[src/rtl/count_step_scheduler_if.sv]
`default_nettype none
// ---------------------------------------------------------------------------
// count_step_scheduler_if : step requests in, count and status out  (rev 1.0)
// ---------------------------------------------------------------------------
interface count_step_scheduler_if #(
  parameter int WIDTH = 4
);
  logic             man_en;
  logic             man_up;
  logic             auto_mode;
  logic             auto_up;
  logic             tick;
  logic             clear;
  logic [WIDTH-1:0] count;
  logic             step;
  logic             at_min;
  logic             at_max;
  logic [1:0]       mode;

  modport master (
    output man_en, man_up, auto_mode, auto_up, tick, clear,
    input  count, step, at_min, at_max, mode
  );

  modport slave (
    input  man_en, man_up, auto_mode, auto_up, tick, clear,
    output count, step, at_min, at_max, mode
  );
endinterface
`default_nettype wire

[src/rtl/count_step_scheduler.sv]
`default_nettype none
// ---------------------------------------------------------------------------
// count_step_scheduler : arbitrates manual/auto steps of a range-limited
// up/down display counter                                          (rev 1.0)
// ---------------------------------------------------------------------------
module count_step_scheduler #(
  parameter int WIDTH       = 4,
  parameter int MIN_VAL     = 0,
  parameter int MAX_VAL     = 9,
  parameter int WRAP        = 1,
  parameter int PAUSE_TICKS = 3
) (
  input  logic                         clk,
  input  logic                         reset,
  count_step_scheduler_if.slave        bus
);

  localparam int PW = (PAUSE_TICKS > 1) ? $clog2(PAUSE_TICKS) : 1;
  localparam logic [WIDTH-1:0] C_MIN        = WIDTH'(MIN_VAL);
  localparam logic [WIDTH-1:0] C_MAX        = WIDTH'(MAX_VAL);
  localparam logic [WIDTH-1:0] C_SPAN       = WIDTH'(MAX_VAL - MIN_VAL);
  localparam logic [PW-1:0]    C_PAUSE_LAST = PW'(PAUSE_TICKS - 1);

  typedef enum logic [1:0] {
    S_MANUAL  = 2'b00,
    S_AUTO    = 2'b01,
    S_PAUSE   = 2'b10,
    S_ILLEGAL = 2'b11
  } state_e;

  state_e           state_q, state_d;
  logic [PW-1:0]    pause_q, pause_d;
  logic [WIDTH-1:0] count_q, count_d;
  logic             step_q, step_d;

  logic             w_man_acc;
  logic             w_tick_acc;
  logic             w_dir_up;
  logic             w_in_range;
  logic [WIDTH-1:0] w_stepped;

  // Offset compare folds both range bounds into one unsigned test.
  always_comb begin
    w_man_acc  = bus.man_en & ~bus.clear;
    w_tick_acc = bus.tick & ~bus.clear & ~bus.man_en & bus.auto_mode &
                 (state_q == S_AUTO);
    w_dir_up   = w_man_acc ? bus.man_up : bus.auto_up;
    w_in_range = ((count_q - C_MIN) <= C_SPAN);

    w_stepped = count_q;
    if (!w_in_range) begin
      w_stepped = C_MIN;
    end else if (w_dir_up) begin
      if (count_q == C_MAX) w_stepped = (WRAP != 0) ? C_MIN : C_MAX;
      else                  w_stepped = count_q + 1'b1;
    end else begin
      if (count_q == C_MIN) w_stepped = (WRAP != 0) ? C_MAX : C_MIN;
      else                  w_stepped = count_q - 1'b1;
    end
  end

  always_comb begin
    count_d = count_q;
    step_d  = 1'b0;
    if (bus.clear) begin
      count_d = C_MIN;
      step_d  = (count_q != C_MIN);
    end else if (w_man_acc || w_tick_acc) begin
      count_d = w_stepped;
      step_d  = 1'b1;
    end
  end

  always_comb begin
    state_d = state_q;
    pause_d = pause_q;
    case (state_q)
      S_MANUAL: begin
        if (bus.auto_mode) state_d = S_AUTO;
      end
      S_AUTO: begin
        if (!bus.auto_mode) begin
          state_d = S_MANUAL;
        end else if (w_man_acc) begin
          state_d = S_PAUSE;
          pause_d = '0;
        end
      end
      S_PAUSE: begin
        if (!bus.auto_mode) begin
          state_d = S_MANUAL;
          pause_d = '0;
        end else if (bus.man_en) begin
          pause_d = '0;
        end else if (bus.tick) begin
          if (pause_q == C_PAUSE_LAST) begin
            state_d = S_AUTO;
            pause_d = '0;
          end else begin
            pause_d = pause_q + 1'b1;
          end
        end
      end
      default: begin
        state_d = S_MANUAL;
        pause_d = '0;
      end
    endcase
  end

  always_ff @(posedge clk or posedge reset) begin
    if (reset) begin
      state_q <= S_MANUAL;
      pause_q <= '0;
      count_q <= C_MIN;
      step_q  <= 1'b0;
    end else begin
      state_q <= state_d;
      pause_q <= pause_d;
      count_q <= count_d;
      step_q  <= step_d;
    end
  end

  assign bus.count  = count_q;
  assign bus.step   = step_q;
  assign bus.at_min = (count_q == C_MIN);
  assign bus.at_max = (count_q == C_MAX);
  assign bus.mode   = state_q;

endmodule
`default_nettype wire

[src/flat_wrapper.sv]
// flat-port wrapper written by rule: the top's interface ports become plain ports
module count_step_scheduler_flat 
#(
  parameter int WIDTH       = 4,
  parameter int MIN_VAL     = 0,
  parameter int MAX_VAL     = 9,
  parameter int WRAP        = 1,
  parameter int PAUSE_TICKS = 3
)
  (clk, reset, bus_man_en, bus_man_up, bus_auto_mode, bus_auto_up, bus_tick, bus_clear, bus_count, bus_step, bus_at_min, bus_at_max, bus_mode);
  count_step_scheduler_if #(.WIDTH(WIDTH)) bus_i ();
  input  logic clk;
  input  logic reset;
  input wire logic [$bits(bus_i.man_en)-1:0] bus_man_en;
  input wire logic [$bits(bus_i.man_up)-1:0] bus_man_up;
  input wire logic [$bits(bus_i.auto_mode)-1:0] bus_auto_mode;
  input wire logic [$bits(bus_i.auto_up)-1:0] bus_auto_up;
  input wire logic [$bits(bus_i.tick)-1:0] bus_tick;
  input wire logic [$bits(bus_i.clear)-1:0] bus_clear;
  output wire logic [$bits(bus_i.count)-1:0] bus_count;
  output wire logic [$bits(bus_i.step)-1:0] bus_step;
  output wire logic [$bits(bus_i.at_min)-1:0] bus_at_min;
  output wire logic [$bits(bus_i.at_max)-1:0] bus_at_max;
  output wire logic [$bits(bus_i.mode)-1:0] bus_mode;
  assign bus_i.man_en = bus_man_en;
  assign bus_i.man_up = bus_man_up;
  assign bus_i.auto_mode = bus_auto_mode;
  assign bus_i.auto_up = bus_auto_up;
  assign bus_i.tick = bus_tick;
  assign bus_i.clear = bus_clear;
  assign bus_count = bus_i.count;
  assign bus_step = bus_i.step;
  assign bus_at_min = bus_i.at_min;
  assign bus_at_max = bus_i.at_max;
  assign bus_mode = bus_i.mode;
  count_step_scheduler #(.WIDTH(WIDTH), .MIN_VAL(MIN_VAL), .MAX_VAL(MAX_VAL), .WRAP(WRAP), .PAUSE_TICKS(PAUSE_TICKS)) u_core (.clk(clk), .reset(reset), .bus(bus_i));
endmodule
[config.mk]
export PLATFORM = sky130hd
export DESIGN_NAME = count_step_scheduler_flat
export DESIGN_NICKNAME = d
export VERILOG_FILES = /design/src/rtl/count_step_scheduler_if.sv /design/src/rtl/count_step_scheduler.sv /design/src/flat_wrapper.sv
export SDC_FILE = /design/constraint.sdc
export NUM_CORES = 1
export LEC_CHECK = 0
export ABC_AREA = 1
export CORE_MARGIN = 2
export CORE_UTILIZATION = 45
export CTS_CLUSTER_DIAMETER = 100
export DETAILED_ROUTE_END_ITERATION = 8
export DONT_BUFFER_PORTS = 1
export HOLD_SLACK_MARGIN = 0.02
export PLACE_DENSITY_LB_ADDON = 0.25
export RECOVER_POWER = 50
export SKIP_CTS_REPAIR_TIMING = 1
export SLEW_MARGIN = 20
export SYNTH_ARGS = -nofsm -noshare
export SYNTH_HDL_FRONTEND = slang
export SYNTH_SLANG_ARGS = --single-unit
[constraint.sdc]
create_clock -name clk -period 1.6 [get_ports clk]
set_clock_uncertainty 0.1 [all_clocks]
set_input_delay 0.4 -clock clk [delete_from_list [all_inputs] [get_ports clk]]
set_output_delay 0.4 -clock clk [all_outputs]
set_load 0.01 [all_outputs]
; After elaboration in Yosys (flattened, before gate mapping)
; Cells that the tools add are included.
[totals]
word_cells = 59
in_bits = 8
ff_bits = 9
[op_classes]
n_bitwise = 8
eq_ne = 12
n_addsub = 3
magnitude_cmp = 1
reduce_logical = 7
muxes = 24
[ops]
columns = op, n
row1 = $mux W2, 13
row2 = $mux W4, 6
row3 = $pmux W2 S3, 2
row4 = $ne A3 B2 Y1 const B, 2
row5 = $ne A3 B3 Y1 const B, 2
row6 = $and A1 B1 Y1, 5
row7 = $reduce_and A5 Y1, 1
row8 = $add A4 B1 Y4 const B, 1
row9 = $eq A2 B2 Y1 const B, 2
row10 = $eq A4 B4 Y1 const B, 1
row11 = $le A4 B4 Y1 const B, 1
row12 = $logic_not A4 Y1, 1
row13 = $ne A2 B2 Y1 const B, 2
row14 = $ne A4 B4 Y1 const B, 1
row15 = $reduce_and A4 Y1, 1
row16 = $reduce_bool A4 Y1, 1
row17 = $sub A4 B1 Y4 const B, 1
row18 = $mux W1, 3
row19 = $not A1 Y1, 3
row20 = $add A2 B1 Y2 const B, 1
row21 = $eq A2 B1 Y1 const B, 1
row22 = $logic_not A2 Y1, 1
row23 = $ne A2 B1 Y1 const B, 1
row24 = $reduce_bool A2 Y1, 1
row25 = $logic_or A1 B1 Y1, 1

; Logic depth before layout (Yosys ltp)
[logic_depth]
word_depth = 8
ltp_mapped = 8
ltp_nobuf = 8

; Worst setup path after synthesis
; No wires, ideal clock.
[synth_path]
kind = reg2out
from = register u_core.count_q[2], in the netlist u_core.bus.count[2]
to = output bus_at_max
path_stages_with_launch = 5
required_ns = 1.100
arrival_time_ns = 0.888
setup_slack_ns = 0.212
cell_sequence = dfrtp_1 > buf_2 > nor2_1 > nand2_1 > inv_1
[synth_via]
elab_chain_len = 1
[synth_rtl]
columns = item, line_no
row1 = "start, declared", count_step_scheduler.sv:33  ; logic [WIDTH-1:0] count_q, count_d;
row2 = "start signal, assigned", count_step_scheduler.sv:120  ; count_q <= count_d;
row3 = $eq A4 B4 Y1, count_step_scheduler.sv:128  ; assign bus.at_max = (count_q == C_MAX);
row4 = "end, declared", flat_wrapper.sv:23  ; output wire logic [$bits(bus_i.at_max)-1:0] bus_at_max;
; No other way between the ends.

; Worst setup path in the final report
[layout_path]
from = register u_core.count_q[0], in the netlist u_core.bus.count[0]
to = output bus_at_min
[layout_via]
elab_chain_len = 1
[layout_rtl]
columns = item, line_no
row1 = $logic_not A4 Y1, count_step_scheduler.sv:127  ; assign bus.at_min = (count_q == C_MIN);
row2 = "end, declared", flat_wrapper.sv:22  ; output wire logic [$bits(bus_i.at_min)-1:0] bus_at_min;
; No other way between the ends.

==> flow_metrics.tcl <==
set metrics [dict create \
    fin_ws_ns 0.0226 \
    slew_viol_final 0 \
    outcome "completed" \
    initial_core_util_pct 48.7 \
    peakVddDrop_mv 0.664 \
    place.detailed.hpwl_um 1050 \
    cp_max_fo 8 \
    swShare_pct 38.3 \
    tns_ns 0 \
    arrival_ns 1.08 \
    min-delay-start "bus_auto_mode" \
    power.density_mw_per_mm2 957 \
    power_frac_seq_pct 45.4 \
    multi_input_comb_area_um2 362 \
    critPathKind "flip-flop to primary output" \
    r2r_start "u_core.bus.mode[0]" \
    min_path_type "input port to flip-flop" \
    r2r_setup_slack_ns 0.18 \
    critical-path-slowest-cell "dfrtp_2" \
    die_area_mm2 0.00173 \
    fin_nets 112 \
    cts_buffer_depth 2 \
    yosysSeqAreaShare_pct 35.5 \
    area_growth_pct 14.0 \
    yosys_warnings 0 \
    ios 17 \
    synth.avg_cell_area_um2 6.54 \
    path_clk_slew_ns 0.06 \
    first_pass_iters 5 \
    cts_buffers 3 \
    die_h_um 41.5 \
    synth_seq_cells 9 \
    r2r-end "u_core.bus.count[2]" \
    placed_area_um2 656 \
    syn_inst 97 \
    grt_max_degree 10 \
    maxCapViolCount 0 \
    clock_latency_ns 0.27 \
    max_stage_delay_ns 0.49 \
    fin_area_um2 723 \
    p_int_mw 0.427 \
    p_sw_mw 0.265 \
    h-tree-depth 1 \
    min_path_cells 2 \
    placeableCoreArea_mm2 0.00130 \
    timing.fmax_mhz 634 \
    grt_pass1_vias 498 \
    vias 610 \
    rsz0062_at_grt "true" \
    syn_area_um2 634 \
    hold_viol 0 \
    worst_slew_pin_slew_ns 0.347 \
    final_core_util_pct 55.6 \
    slew_headroom_pct 76.8 \
    die_x_um 41.5 \
    p_comb_share_pct 29.0 \
    finalCriticalPeriod_ns 1.58 \
    wl_per_cell_um 11.6 \
    portBuffers 0 \
    grt-ovfl-total 0 \
    finalWirelength_um 1360 \
    drt-initial-drc-count 18 \
    place_ws_ns 0.174 \
    rr_worst_depth 7 \
    synth_cell_type_count 19 \
    diodes 0 \
    layout-drive-gt1-share_pct 23.3 \
    crit_chain "nor2_4 -> nand2_2 -> inv_2" \
    finalSetupViolCount 0 \
    via_per_inst 5.17 \
    gp_congestion 0.818 \
    leakage_nw 0.382 \
    crit_path_start_kind "flip-flop" \
    whs_endpoint "u_core.bus.mode[0]" \
    grt_usage_pct 16.9 \
    cts.sinks 9 \
    cts_root_buffer "clkbuf_4" \
    grt_antenna_before_repair 0 \
    p_clk_share_pct 25.6 \
    crit_buf_inv 1 \
    grt_pass1_wl_um 2210 \
    worst_setup_path_end_kind "primary output" \
    cts_tree "built" \
    syn_nets 105 \
    num_rows 13 \
    period_share_pct 98.6 \
    required_ns 1.10 \
    nFillCells 128 \
    drc 0 \
    regArea_um2 230 \
    drtAntennaViolNets 0 \
    crit_family "flip-flops" \
]
[worst max-delay path by stage]
| stage | from | slack, ns | endpoint | cells past startpoint |
|---|---|---|---|---|
| after floorplan | u_core.bus.count[2] | 0.21 | bus_at_max | 4 |
| after global placement | u_core.bus.count[0] | 0.20 | bus_at_min | 3 |
| after detailed placement | u_core.bus.count[0] | 0.17 | bus_at_min | 3 |
| after CTS | u_core.bus.count[1] | -0.13 | bus_at_max | 3 |
| after global routing | u_core.bus.count[0] | -0.03 | bus_at_min | 3 |
| final | u_core.bus.count[0] | 0.02 | bus_at_min | 3 |
[registers in the layout (all words and copies together), names as in the netlist]
signal            cells
u_core.bus.count      4
u_core.bus.step       1
u_core.pause_q        2
u_core.bus.mode       2
[power groups by stage]
stage | clock network [mW] | logic [mW] | registers, mW
2_1_floorplan | 0 | 0.147 | 0.297
3_3_place_gp | 0 | 0.173 | 0.306
3_5_place_dp | 0 | 0.174 | 0.307
4_1_cts | 0.189 | 0.177 | 0.303
5_1_grt | 0.202 | 0.225 | 0.319
6_report | 0.177 | 0.200 | 0.314
[per-layer routing]
metal	vias to the layer above	share of wire (%)	global-route usage, %
met1	276	47	23.4
li1	312	-	-
met5	-	0	0
met2	20	47	22.8
met4	0	0.73	5.81
met3	2	5.6	8.26
[Yosys cell counts]
master,instances,share of area [%]
a21oi_4,1,2.6
a22oi_1,1,1.2
buf_2,1,0.79
dfrtp_1,9,36
inv_1,16,9.5
nand2_1,30,18
nand2_2,3,3.0
nand2_4,1,1.8
nand3_1,9,7.1
nand4_1,1,0.99
nor2_1,12,7.1
nor2_2,3,3.0
nor3_1,1,0.79
o21ai_0,4,3.2
o21ai_1,1,0.79
o21ai_2,1,1.4
o21bai_1,1,1.2
o31ai_1,1,1.2
xor2_1,1,1.4
[area by class of cell]
type,instances,share of cell area [%]
Multi-Input combinational cell,71,50.0
Sequential cell,9,31.8
Inverter,16,8.30
Timing Repair Buffer,3,3.46
Clock buffer,3,3.11
Tap cell,15,2.60
Clock inverter,1,0.692
[worst register-to-register path, delay by kind of cell (launching register included)]
kind,cells,cell delay (ns)
DFF,1,0.46
and+or+nand+nor,7,0.80
[cell usage in the layout (no fill, tap or decap)]
cell,netlist,routed
nor2_2,3,2
dlygate4sd3_1,0,1
xor2_1,1,1
nor2_4,0,2
dfrtp_1,9,5
a22oi_1,1,1
nor3_1,1,1
nand4_1,1,1
o31ai_1,1,1
nand3_1,9,9
o21ai_2,1,1
dfrtp_2,0,4
nor2_1,12,11
nand2_1,30,28
buf_4,0,2
o21ai_1,1,1
o21bai_1,1,1
inv_2,0,2
clkinv_2,0,1
a21oi_4,1,1
inv_1,16,14
nand2_4,1,1
nand2_2,3,5
clkbuf_4,0,3
o21ai_0,4,4
[cell families (layout without fill, tap and decap cells)]
logic type	Yosys count	after routing	share of synthesized area [%]
buffers and inverters	17	23	10.3
AND/OR/NAND/NOR	60	60	41.4
AO/OA/AOI/OAI	10	10	11.4
XOR/XNOR	1	1	1.38
flip-flops	9	9	35.5
[stage by stage]
step	hold WS [ns]	std cells	total power [mW]
global placement	0.171	112	0.479
CTS	-0.121	116	0.669
finish	0.204	118	0.692
global route	0.193	118	0.746
detailed placement	0.174	112	0.481
floorplan	0.128	97	0.443
Note: power is estimated with default switching activity, not from simulation.
